`src/rtl/frame_config_writer.sv`:
```
// -----------------------------------------------------------------------------
// frame_config_writer
//
// Purpose:
//   Turns a 32-bit configuration bitstream into frame writes for one tile
//   column. A packet is a sync word (0xFAB0_FAB1), then a header word, then
//   N frames of NumRows data words each. The header carries the frame count
//   N (bits [15:8]) and the start frame S (bits [4:0]). After the last row
//   of each frame arrives, the matching one-hot FrameStrobe bit is pulsed for
//   one cycle. Done pulses in the same cycle as the strobe of the last frame.
//
// Handshake:
//   A word moves on a rising edge where s_valid and s_ready are both high.
//   s_ready never depends on s_valid. It is low during reset, while MODE=0,
//   and in the strobe cycle. The source may hold s_valid low for any number
//   of cycles between words.
//
// Ports:
//   CLK          in   clock, rising edge
//   RESET        in   synchronous, active-high reset
//   MODE         in   1 = configuration, 0 = operation (aborts any packet)
//   s_data       in   [31:0] bitstream word
//   s_valid      in   s_data valid this cycle
//   s_ready      out  writer accepts s_data this cycle
//   FrameData    out  [FrameBitsPerRow*NumRows-1:0] frame rows, row r at
//                     [r*FrameBitsPerRow +: FrameBitsPerRow]
//   FrameStrobe  out  [MaxFramesPerCol-1:0] one-hot frame write strobe
//   Done         out  one-cycle pulse with the last strobe of a packet
//   Error        out  sticky bad-header flag, cleared by the next sync word
//   dbg_state_o  out  [1:0] FSM state (0 IDLE, 1 HEADER, 2 DATA, 3 STROBE)
// -----------------------------------------------------------------------------
module frame_config_writer #(
    parameter int MaxFramesPerCol = 20,
    parameter int FrameBitsPerRow = 32,
    parameter int NumRows         = 2
) (
    input  logic                                 CLK,
    input  logic                                 RESET,
    input  logic                                 MODE,
    input  logic [31:0]                          s_data,
    input  logic                                 s_valid,
    output logic                                 s_ready,
    output logic [FrameBitsPerRow*NumRows-1:0]   FrameData,
    output logic [MaxFramesPerCol-1:0]           FrameStrobe,
    output logic                                 Done,
    output logic                                 Error,
    output logic [1:0]                           dbg_state_o
);

    localparam logic [31:0] SyncWord = 32'hFAB0_FAB1;
    localparam int FW = (MaxFramesPerCol > 1) ? $clog2(MaxFramesPerCol) : 1;
    localparam int RW = (NumRows > 1) ? $clog2(NumRows) : 1;
    localparam logic [MaxFramesPerCol-1:0] StrobeOne = MaxFramesPerCol'(1);

    typedef enum logic [1:0] {
        IDLE   = 2'd0,
        HEADER = 2'd1,
        DATA   = 2'd2,
        STROBE = 2'd3
    } state_e;

    state_e                               state_q;
    logic [FW-1:0]                        frame_q;   // current frame index F
    logic [FW-1:0]                        last_q;    // final frame S+N-1
    logic [RW-1:0]                        row_q;     // next row to write R
    logic [FrameBitsPerRow*NumRows-1:0]   data_q;
    logic [MaxFramesPerCol-1:0]           strobe_q;
    logic                                 done_q;
    logic                                 error_q;

    logic       xfer;
    logic [7:0] hdr_n;
    logic [4:0] hdr_s;
    logic [8:0] hdr_end;
    logic [8:0] hdr_last;
    logic       hdr_ok;

    assign xfer = s_valid & s_ready;

    // Header decode. The 9-bit sum means S+N cannot wrap past the column size.
    assign hdr_n    = s_data[15:8];
    assign hdr_s    = s_data[4:0];
    assign hdr_end  = {1'b0, hdr_n} + {4'b0000, hdr_s};
    assign hdr_last = hdr_end - 9'd1;
    assign hdr_ok   = (hdr_n != 8'd0) && (hdr_end <= 9'(MaxFramesPerCol));

    // s_ready comes from reset, MODE and state only, never from s_valid.
    assign s_ready = !RESET && MODE && (state_q != STROBE);

    // MODE=0 blanks the pulse outputs at once. The registers clear on the next edge.
    assign FrameStrobe = MODE ? strobe_q : '0;
    assign Done        = MODE & done_q;
    assign FrameData   = data_q;
    assign Error       = error_q;
    assign dbg_state_o = state_q;

    always_ff @(posedge CLK) begin
        if (RESET) begin
            state_q  <= IDLE;
            frame_q  <= '0;
            last_q   <= '0;
            row_q    <= '0;
            data_q   <= '0;
            strobe_q <= '0;
            done_q   <= 1'b0;
            error_q  <= 1'b0;
        end else if (!MODE) begin
            // Abort the packet. Frame contents and the error flag are kept.
            state_q  <= IDLE;
            strobe_q <= '0;
            done_q   <= 1'b0;
        end else begin
            case (state_q)
                IDLE: begin
                    if (xfer && (s_data == SyncWord)) begin
                        state_q <= HEADER;
                        error_q <= 1'b0;
                    end
                end

                HEADER: begin
                    if (xfer) begin
                        if (hdr_ok) begin
                            frame_q <= FW'(hdr_s);
                            last_q  <= FW'(hdr_last);
                            row_q   <= '0;
                            state_q <= DATA;
                        end else begin
                            error_q <= 1'b1;
                            state_q <= IDLE;
                        end
                    end
                end

                DATA: begin
                    if (xfer) begin
                        data_q[int'(row_q)*FrameBitsPerRow +: FrameBitsPerRow]
                            <= FrameBitsPerRow'(s_data);
                        if (row_q == RW'(NumRows - 1)) begin
                            // Set the strobe now so it is high in the very next cycle.
                            state_q  <= STROBE;
                            strobe_q <= StrobeOne << frame_q;
                            done_q   <= (frame_q == last_q);
                        end else begin
                            row_q <= row_q + RW'(1);
                        end
                    end
                end

                STROBE: begin
                    strobe_q <= '0;
                    done_q   <= 1'b0;
                    // done_q is set only when this strobe is for the final frame.
                    if (done_q) begin
                        state_q <= IDLE;
                    end else begin
                        frame_q <= frame_q + FW'(1);
                        row_q   <= '0;
                        state_q <= DATA;
                    end
                end

                default: state_q <= IDLE;
            endcase
        end
    end

endmodule

```
`config.mk`:
```
export PLATFORM = sky130hd
export DESIGN_NAME = frame_config_writer
export DESIGN_NICKNAME = d
export VERILOG_FILES = /design/src/rtl/frame_config_writer.sv
export SDC_FILE = /design/constraint.sdc
export NUM_CORES = 1
export LEC_CHECK = 0
export CORE_ASPECT_RATIO = 1.5
export CORE_MARGIN = 5
export CORE_UTILIZATION = 30
export CTS_CLUSTER_SIZE = 25
export DETAILED_ROUTE_END_ITERATION = 10
export GPL_ROUTABILITY_DRIVEN = 0
export GPL_TIMING_DRIVEN = 0
export PLACE_DENSITY = 0.59
export SYNTH_ARGS = -nofsm -noshare
export SYNTH_HDL_FRONTEND = slang
export SYNTH_SLANG_ARGS = --single-unit
```
`constraint.sdc`:
```
create_clock -name CLK -period 3.2 [get_ports CLK]
set_input_delay 0.48 -clock CLK [delete_from_list [all_inputs] [get_ports CLK]]
set_output_delay 0.48 -clock CLK [all_outputs]
set_load 0.01 [all_outputs]
```
### After elaboration in Yosys (flattened, before gate mapping)

Index checks and enable logic that the tools add are counted.

* flip-flop bits (word level): 99
* bits of input ports: 36
* output and inout bits: 89
* logic and storage cells: 81

* add/subtract/negate cells: 5
* $lt $le $gt $ge: 1
* equal/unequal tests: 13
* shift-type cells: 3
* muxes and demuxes: 29
* bitwise operators: 3
* reductions and logical operators: 19

Operator list (number)
* $bwmux W64: 1
* $shift A32 B33 Y64 const A: 1
* $shiftx A32 B33 Y64: 1
* $mux W20: 3
* $pmux W20 S2: 1
* $neg A6 Y33: 1
* $eq A32 B32 Y1 const B: 1
* $shl A1 B5 Y20 const A: 1
* $ne A2 B2 Y1 const B: 8
* $mux W5: 3
* $mux W2: 6
* $mux W1: 10
* $pmux W5 S2: 1
* $reduce_and A5 Y1: 2
* $add A8 B5 Y9: 1
* $le A9 B5 Y1 const B: 1
* $pmux W2 S4: 1
* $reduce_and A4 Y1: 2
* $reduce_bool A8 Y1: 1
* $reduce_and A3 Y1: 2
* $reduce_and A6 Y1: 1
* $reduce_bool A2 Y1: 3
* $add A5 B1 Y5 const B: 1
* $eq A5 B5 Y1: 1
* 13 further kinds: 19

### Depth between registers and ports, before layout

Gate-level depths: netlist (run 1).

* depth in word-level cells: 7
* mapped depth: 9
* gate-level depth less buffers: 9

### Worst setup path after synthesis (run 1)

No wires, ideal clock.

* kind: input -> register
* start point: in s_data[0]
* end point: reg frame_q[3]
* setup time: 133 ps
* arrival: 2177 ps
* path slack: 890 ps
* stages on the path: 9
* path buffers: 0
* path through: ha_1 -> inv_1 -> fa_1 -> xor2_2 -> o32ai_2 -> nor2_4 -> o211ai_2 -> a221oi_1 -> o32ai_1

* longest elaborated chain between the ends: 5

RTL lines
* start: declaration: line 40 `input logic [31:0] s_data,`
* $add A8 B5 Y9: line 83 `assign hdr_end = {1'b0, hdr_n} + {4'b0000, hdr_s};`
* $le A9 B5 Y1: line 85 `assign hdr_ok = (hdr_n != 8'd0) && (hdr_end <= 9'(MaxFramesPerCol));`
* $logic_and A1 B1 Y1: line 85
* $ne A2 B2 Y1 (no source line)
* $reduce_and A5 Y1 (no source line)
* end signal: assignment: line 124 `frame_q <= FW'(hdr_s);`
* end signal: assignment: line 157 `frame_q <= frame_q + FW'(1);`
* end: declaration: line 63 `logic [FW-1:0] frame_q;`

Every way passes these cells.
A chain may end at the register's enable or synchronous reset.

### Worst setup path in the final report (run 1)

Same ends and word-level chain as after synthesis.

==> flow_metrics.py, run 1 <==
metrics = {
    "drt": {
        "wl_per_cell_um": 16.3,
        "detail_route.iter0.violations": 149,
        "final_antenna_net_count": 0,
        "drc": 0,
        "drt-pass1-iter-count": 5,
        "vias_per_cell": 4.87,
        "wirelength_um": 14600,
        "num_vias": 4347,
    },
    "floorplan": {
        "die_w_um": 110,
        "die_h_um": 160,
        "coreArea_mm2": 0.0146,
        "start_util": 0.307,
        "design.die.area_mm2": 0.0175,
        "num_rows": 54,
        "boundaryPins": 125,
    },
    "yosys": {
        "yosys.area_share.adder": 0.0408,
        "synth_edf_count": 0,
        "synth_xor_area_frac": 0.0249,
        "yosys.area_share.simple": 0.266,
        "synth_top_family_by_area": "simple AND/OR/NAND/NOR gates",
        "synth_ff_type": "dfxtp_1",
        "synth.distinct_cells": 54,
        "async_flop_share": 0,
        "synthesis.area_mm2": 0.00447,
        "synth_mux_area_frac": 0.0185,
        "yosysSeqAreaShare": 0.443,
        "synth_compound_area_frac": 0.162,
        "postSynthCellCount": 559,
        "synth_seq_cells": 99,
        "synth-warning-count": 0,
        "syn_nets": 609,
        "syn_area_per_cell_um2": 8.00,
    },
    "clock_network": {
        "clock_path_buffers": 2,
        "clock_sinks": 99,
        "post_cts_buffers": 0,
        "cts_buffers": 9,
        "postCtsHoldBufs": 0,
        "cts_max_level": 3,
        "ctsRootBufferMaster": "clkbuf_16",
        "insertion_delay_ns": 0.35,
        "cts_resized": 0,
        "cts_tree": "built",
        "cts.reportedPaths.clkPinSlew_ns": 0.07,
    },
    "run": {
        "maxCapViolCount": 0,
    },
    "critical_path": {
        "path_cells": "clkdlybuf4s50_1 -> ha_1 -> inv_1 -> fa_1 -> nand2b_1 -> a21oi_2 -> xnor2_2 -> o211ai_2 -> a221oi_1 -> o32ai_1",
        "critPathRequiredTime_ns": 3.42,
        "r2r_cells": 7,
        "path_class": "in2reg",
        "end_kind": "flip-flop",
        "crit_buf_inv": 2,
        "worstPathMaxFanout": 6,
        "crit_family": "compound AO/OA/AOI/OAI gates",
        "rr_endpoint": "FrameData[54]$_SDFFE_PP0P_",
        "startpoint_type": "primary input",
        "arrival_ns": 3.14,
        "reg2reg_setup_slack_ns": 1.05,
        "cpPeakStageDelay_ns": 0.66,
        "slowest_stage": "clkdlybuf4s50_1",
        "r2r-start": "dbg_state_o[0]$_SDFFE_PP0P_",
    },
    "place": {
        "dp.cells": 877,
        "portBuffers": 122,
        "hpwl_um": 11400,
    },
    "sta": {
        "drv_slew": 0,
        "rsz0062_at_grt": "false",
        "fin_tns_setup_ns": 0,
        "fin_crit_ns": 2.93,
        "fmax_ghz": 0.342,
        "fin_crit_sh": 0.914,
        "worst_slew_pin_slew_ns": 0.605,
        "fin_skew_ns": 0.00660,
        "setup_viol": 0,
        "slew_headroom": 0.597,
        "hold_viol_final": 0,
    },
    "worst_hold_path": {
        "min_path_cells": 2,
        "hold_start": "strobe_q[8]$_SDFFE_PP0P_",
        "holdPathEnd": "strobe_q[8]$_SDFFE_PP0P_",
        "hold_path_class": "reg2reg",
    },
    "global_route": {
        "grt.total_usage": 0.168,
        "grt_pass1_wl_um": 22800,
        "grt-ovfl-total": 0,
        "grt_max_degree": 17,
        "grt_pass1_vias": 4255,
        "antenna_found_initial": 0,
    },
    "power_and_ir_drop": {
        "ir_drop_mv": 0.204,
        "total_power_mw": 2.54,
        "leakagePower_nw": 2.11,
        "p_per_area_mw_per_mm2": 408,
    },
    "run_status": {
        "status": "finished clean",
    },
    "cells_and_area": {
        "nets": 742,
        "final_cells": 893,
        "drive_above_1_share": 0.0631,
        "final_core_util": 0.427,
        "syn_to_final_growth_pct": 39.4,
        "n_antenna_cell": 0,
    },
}
flip-flops by register name, summed over array words and instances (netlist names):
| signal | count |
|---|---|
| FrameData | 64 |
| strobe_q | 20 |
| frame_q | 5 |
| last_q | 5 |
| dbg_state_o | 2 |
| Error | 1 |
| done_q | 1 |
| row_q | 1 |
logic make-up (layout without fill, tap and decap cells):
family,Yosys count,count (layout)
compound gates,119,119
xor+xnor,11,11
fa+ha+maj,14,14
buf+inv,48,186
flops,99,99
mux,7,7
simple gates,261,261
worst max-delay path by stage:
| stage | from | end | slack, ns | cells past startpoint |
|---|---|---|---|---|
| after floorplan | s_data[0] | frame_q[3]$_SDFFE_PP0P_ | 0.89 | 9 |
| after detailed placement | s_data[0] | frame_q[3]$_SDFFE_PP0P_ | -0.07 | 10 |
| after CTS | s_data[0] | frame_q[3]$_SDFFE_PP0P_ | 0.30 | 10 |
| after global placement | s_data[0] | frame_q[3]$_SDFFE_PP0P_ | -0.01 | 10 |
| after global routing | s_data[0] | frame_q[3]$_SDFFE_PP0P_ | 0.13 | 10 |
| final | s_data[0] | frame_q[3]$_SDFFE_PP0P_ | 0.27 | 10 |
layout by cell type, fill, tap and decap left out, drive strengths merged, types with 2 or more instances in the layout:
cell / instances
or4b: 2
a22oi: 4
xor2: 4
clkinvlp: 2
nand3: 24
clkdlybuf4s50: 122
nor3: 4
and2: 23
nand2: 157
nor4: 5
o21a: 2
mux2i: 7
buf: 16
a211oi: 3
clkbuf: 32
nand3b: 2
or2: 2
nor3b: 3
and3: 4
inv: 12
o32ai: 3
nand4: 5
a21oi: 92
o21ai: 3
nand4b: 4
a221oi: 2
nor2: 23
ha: 13
o2111ai: 2
xnor2: 7
dfxtp: 99
power by group:
group	internal, mW	switching (mW)	leakage, nW
clock	0.611	0.486	0.136
sequential	1.23	0.000000000000341	0.797
combinational	0.0884	0.126	1.18
per-layer routing:
metal	track usage	wire length, um	up-vias
li1	-	-	2150
met4	0.0800	499	0
met1	0.196	5830	2021
met3	0.0345	886	30
met5	0	0	-
met2	0.286	7340	146
worst min-delay path, cell delays in order, from the launching register on:
cell	delay, ns
dfxtp_1	0.31
nand2_1	0.05
a21oi_1	0.05
through the flow:
stage | hold slack, ns | worst slack, ns | instance area (um^2)
2_1_floorplan | 0.427 | 0.890 | 4470
5_1_grt | 0.474 | 0.126 | 6240
6_report | 0.451 | 0.275 | 6240
4_1_cts | 0.453 | 0.297 | 6240
3_5_place_dp | 0.443 | -0.0704 | 5940
3_3_place_gp | 0.439 | -0.0146 | 5940
layout make-up:
class	instances	area, um^2
clock inverter	5	62.6
inverter	11	41.3
fill	1490	8360
tap	196	245
sequential	99	1980
timing repair buffer	122	1220
multi-input combinational	412	2290
buffer	37	156
clock buffer	11	233
synthesized netlist by cell type, drive strengths merged (5+ instances only):
cell type	count	area (um^2)
nand2	157	589
dfxtp	99	1980
a21oi	92	472
nand3	24	120
and2	23	144
nor2	23	98.8
clkbuf	21	78.8
buf	16	77.6
ha	13	163
inv	11	41.3
mux2i	7	82.6
xnor2	7	68.8
nand4	5	31.3
nor4	5	31.3
Note: power is estimated with default switching activity, not from simulation.
==> run 2: changes to the inputs <==
--- a/config.mk
+++ b/config.mk
@@ -8,6 +8,8 @@
 export CORE_ASPECT_RATIO = 1.5
 export CORE_MARGIN = 5
 export CORE_UTILIZATION = 30
+export CTS_BUF_LIST = sky130_fd_sc_hd__clkbuf_4 sky130_fd_sc_hd__clkbuf_8
+export CTS_CLUSTER_DIAMETER = 80
 export CTS_CLUSTER_SIZE = 25
 export DETAILED_ROUTE_END_ITERATION = 10
 export GPL_ROUTABILITY_DRIVEN = 0
==> run 2 against run 1 <==
  * Clock power down 23%
  * Count of clock-buffer cells in the layout unchanged
  * Non-clock buffer count is the same
  * Total power decreased by 10%
  * Cell area shrank 1.5%
  * Worst setup slack better by 0.019 ns
  * Combinational power about the same
  * Fmax rose by 0.64%
  * Register-to-register slack better by 0.02 ns
  * Clock skew grew 0.00067 ns
  * Critical path type unchanged
  * Largest cell class unchanged
  * Largest power group unchanged
==> flow_metrics.py, run 2 (synthesis results as in run 1) <==
metrics = {
    "run_status": {
        "status": "finished clean",
    },
    "power_and_ir_drop": {
        "clkPwrFrac": 0.369,
        "p_seq_frac": 0.538,
        "p_int_mw": 1.70,
        "leakagePower_nw": 2.07,
        "p_per_area_mw_per_mm2": 373,
        "combPwrFrac": 0.094,
        "p_sw_mw": 0.586,
        "p_sw_frac": 0.256,
        "ir_drop_mv": 0.222,
    },
    "critical_path": {
        "reg2reg_setup_slack_ns": 1.07,
        "path_class": "in2reg",
        "timing.critical_path.from": "s_data[0]",
        "r2r-start": "dbg_state_o[0]$_SDFFE_PP0P_",
        "end_kind": "flip-flop",
        "rr_endpoint": "FrameData[54]$_SDFFE_PP0P_",
        "r2r_cells": 7,
        "worstPathMaxFanout": 6,
        "cp-endpoint": "frame_q[3]$_SDFFE_PP0P_",
        "startpoint_type": "primary input",
        "critPathRequiredTime_ns": 3.45,
        "arrival_ns": 3.16,
    },
    "clock_network": {
        "clock_sinks": 99,
        "cts_max_level": 3,
        "cts_buffers": 9,
        "insertion_delay_ns": 0.38,
        "clock_path_buffers": 2,
        "cts.reportedPaths.clkPinSlew_ns": 0.10,
        "postCtsHoldBufs": 0,
        "cts_resized": 0,
        "ctsRootBufferMaster": "clkbuf_8",
        "post_cts_buffers": 0,
        "cts_tree": "built",
    },
    "run": {
        "maxCapViolCount": 0,
    },
    "sta": {
        "fin_tns_setup_ns": 0,
        "fin_crit_sh": 0.908,
        "hold_viol_final": 0,
        "fin_skew_ns": 0.00727,
        "layout_setup_ws_ns": 0.293,
        "fmax_ghz": 0.344,
        "setup_viol": 0,
        "fin_crit_ns": 2.91,
        "rsz0062_at_grt": "false",
        "worst_slew_pin_slew_ns": 0.593,
        "drv_slew": 0,
        "slew_headroom": 0.604,
    },
    "drt": {
        "wl_per_cell_um": 16.4,
        "detail_route.iter0.violations": 164,
        "drt-pass1-iter-count": 4,
        "num_vias": 4363,
        "final_antenna_net_count": 0,
        "wirelength_um": 14600,
        "drc": 0,
        "vias_per_cell": 4.89,
    },
    "floorplan": {
        "coreArea_mm2": 0.0146,
        "design.die.area_mm2": 0.0175,
        "start_util": 0.307,
        "num_rows": 54,
        "die_h_um": 160,
        "boundaryPins": 125,
        "die_w_um": 110,
    },
    "cells_and_area": {
        "final_cell_mix": "157 x nand2_1, 122 x clkdlybuf4s50_1, 99 x dfxtp_1",
        "final_common_cell": "nand2_1",
        "largest_reg_flops": 64,
        "nets": 742,
        "final_core_util": 0.421,
        "syn_to_final_growth_pct": 37.3,
        "n_antenna_cell": 0,
        "drive_above_1_share": 0.0660,
        "finalInstanceArea_mm2": 0.00614,
    },
    "global_route": {
        "grt_pass1_vias": 4249,
        "grt_pass1_wl_um": 22900,
        "grt.total_usage": 0.168,
        "grt-ovfl-total": 0,
        "grt_max_degree": 17,
        "antenna_found_initial": 0,
    },
    "place": {
        "dp_slack_ns": -0.0704,
        "portBuffers": 122,
        "hpwl_um": 11400,
        "placed_area_mm2": 0.00594,
    },
    "worst_hold_path": {
        "hold_path_class": "reg2reg",
    },
}
## run 2: per-stage QoR
step,instances,hold slack [ns],total power [mW]
final,893,0.455,2.29
after global routing,893,0.479,2.37
after CTS,893,0.458,2.30
after detailed placement,877,0.443,1.47
after global placement,877,0.439,1.47
after floorplan,559,0.427,1.37
## run 2: metal layers
metal / vias to the layer above / global-route usage / part of all wire
li1: 2146 / - / -
met1: 2031 / 0.197 / 0.40
met3: 31 / 0.0377 / 0.068
met5: - / 0 / 0
met2: 155 / 0.288 / 0.50
met4: 0 / 0.0715 / 0.029
## run 2: critical path, cell delays in order
cell             delay (ns)
clkdlybuf4s50_1        0.67
ha_1                   0.23
inv_1                  0.05
fa_1                   0.42
xor2_2                 0.31
o32ai_2                0.16
nor2_4                 0.20
o211ai_2               0.15
a221oi_1               0.36
o32ai_1                0.12
## run 2: final cells by class
type	instances	area, um^2
buffer	37	156
clock buffer	11	139
clock inverter	5	62.6
fill	1511	8450
inverter	11	41.3
multi-input combinational	412	2290
sequential	99	1980
tap	196	245
timing repair buffer	122	1220
## run 2: how the worst min path moves through the flow
stage / start / to / slack (ns) / cells past startpoint
after floorplan: strobe_q[7]$_SDFFE_PP0P_ / strobe_q[7]$_SDFFE_PP0P_ / 0.43 / 2
after global placement: strobe_q[9]$_SDFFE_PP0P_ / strobe_q[9]$_SDFFE_PP0P_ / 0.44 / 2
after detailed placement: strobe_q[8]$_SDFFE_PP0P_ / strobe_q[8]$_SDFFE_PP0P_ / 0.44 / 2
after CTS: strobe_q[8]$_SDFFE_PP0P_ / strobe_q[8]$_SDFFE_PP0P_ / 0.46 / 2
after global routing: FrameData[19]$_SDFFE_PP0P_ / FrameData[19]$_SDFFE_PP0P_ / 0.48 / 2
final: strobe_q[12]$_SDFFE_PP0P_ / strobe_q[12]$_SDFFE_PP0P_ / 0.45 / 2
## run 2: power groups by stage
stage / clock, mW / sequential [mW] / combinational [mW]
after floorplan: 0 / 1.26 / 0.115
after global placement: 0 / 1.26 / 0.211
after detailed placement: 0 / 1.26 / 0.215
after CTS: 0.852 / 1.23 / 0.216
after global routing: 0.902 / 1.23 / 0.234
final: 0.843 / 1.23 / 0.214
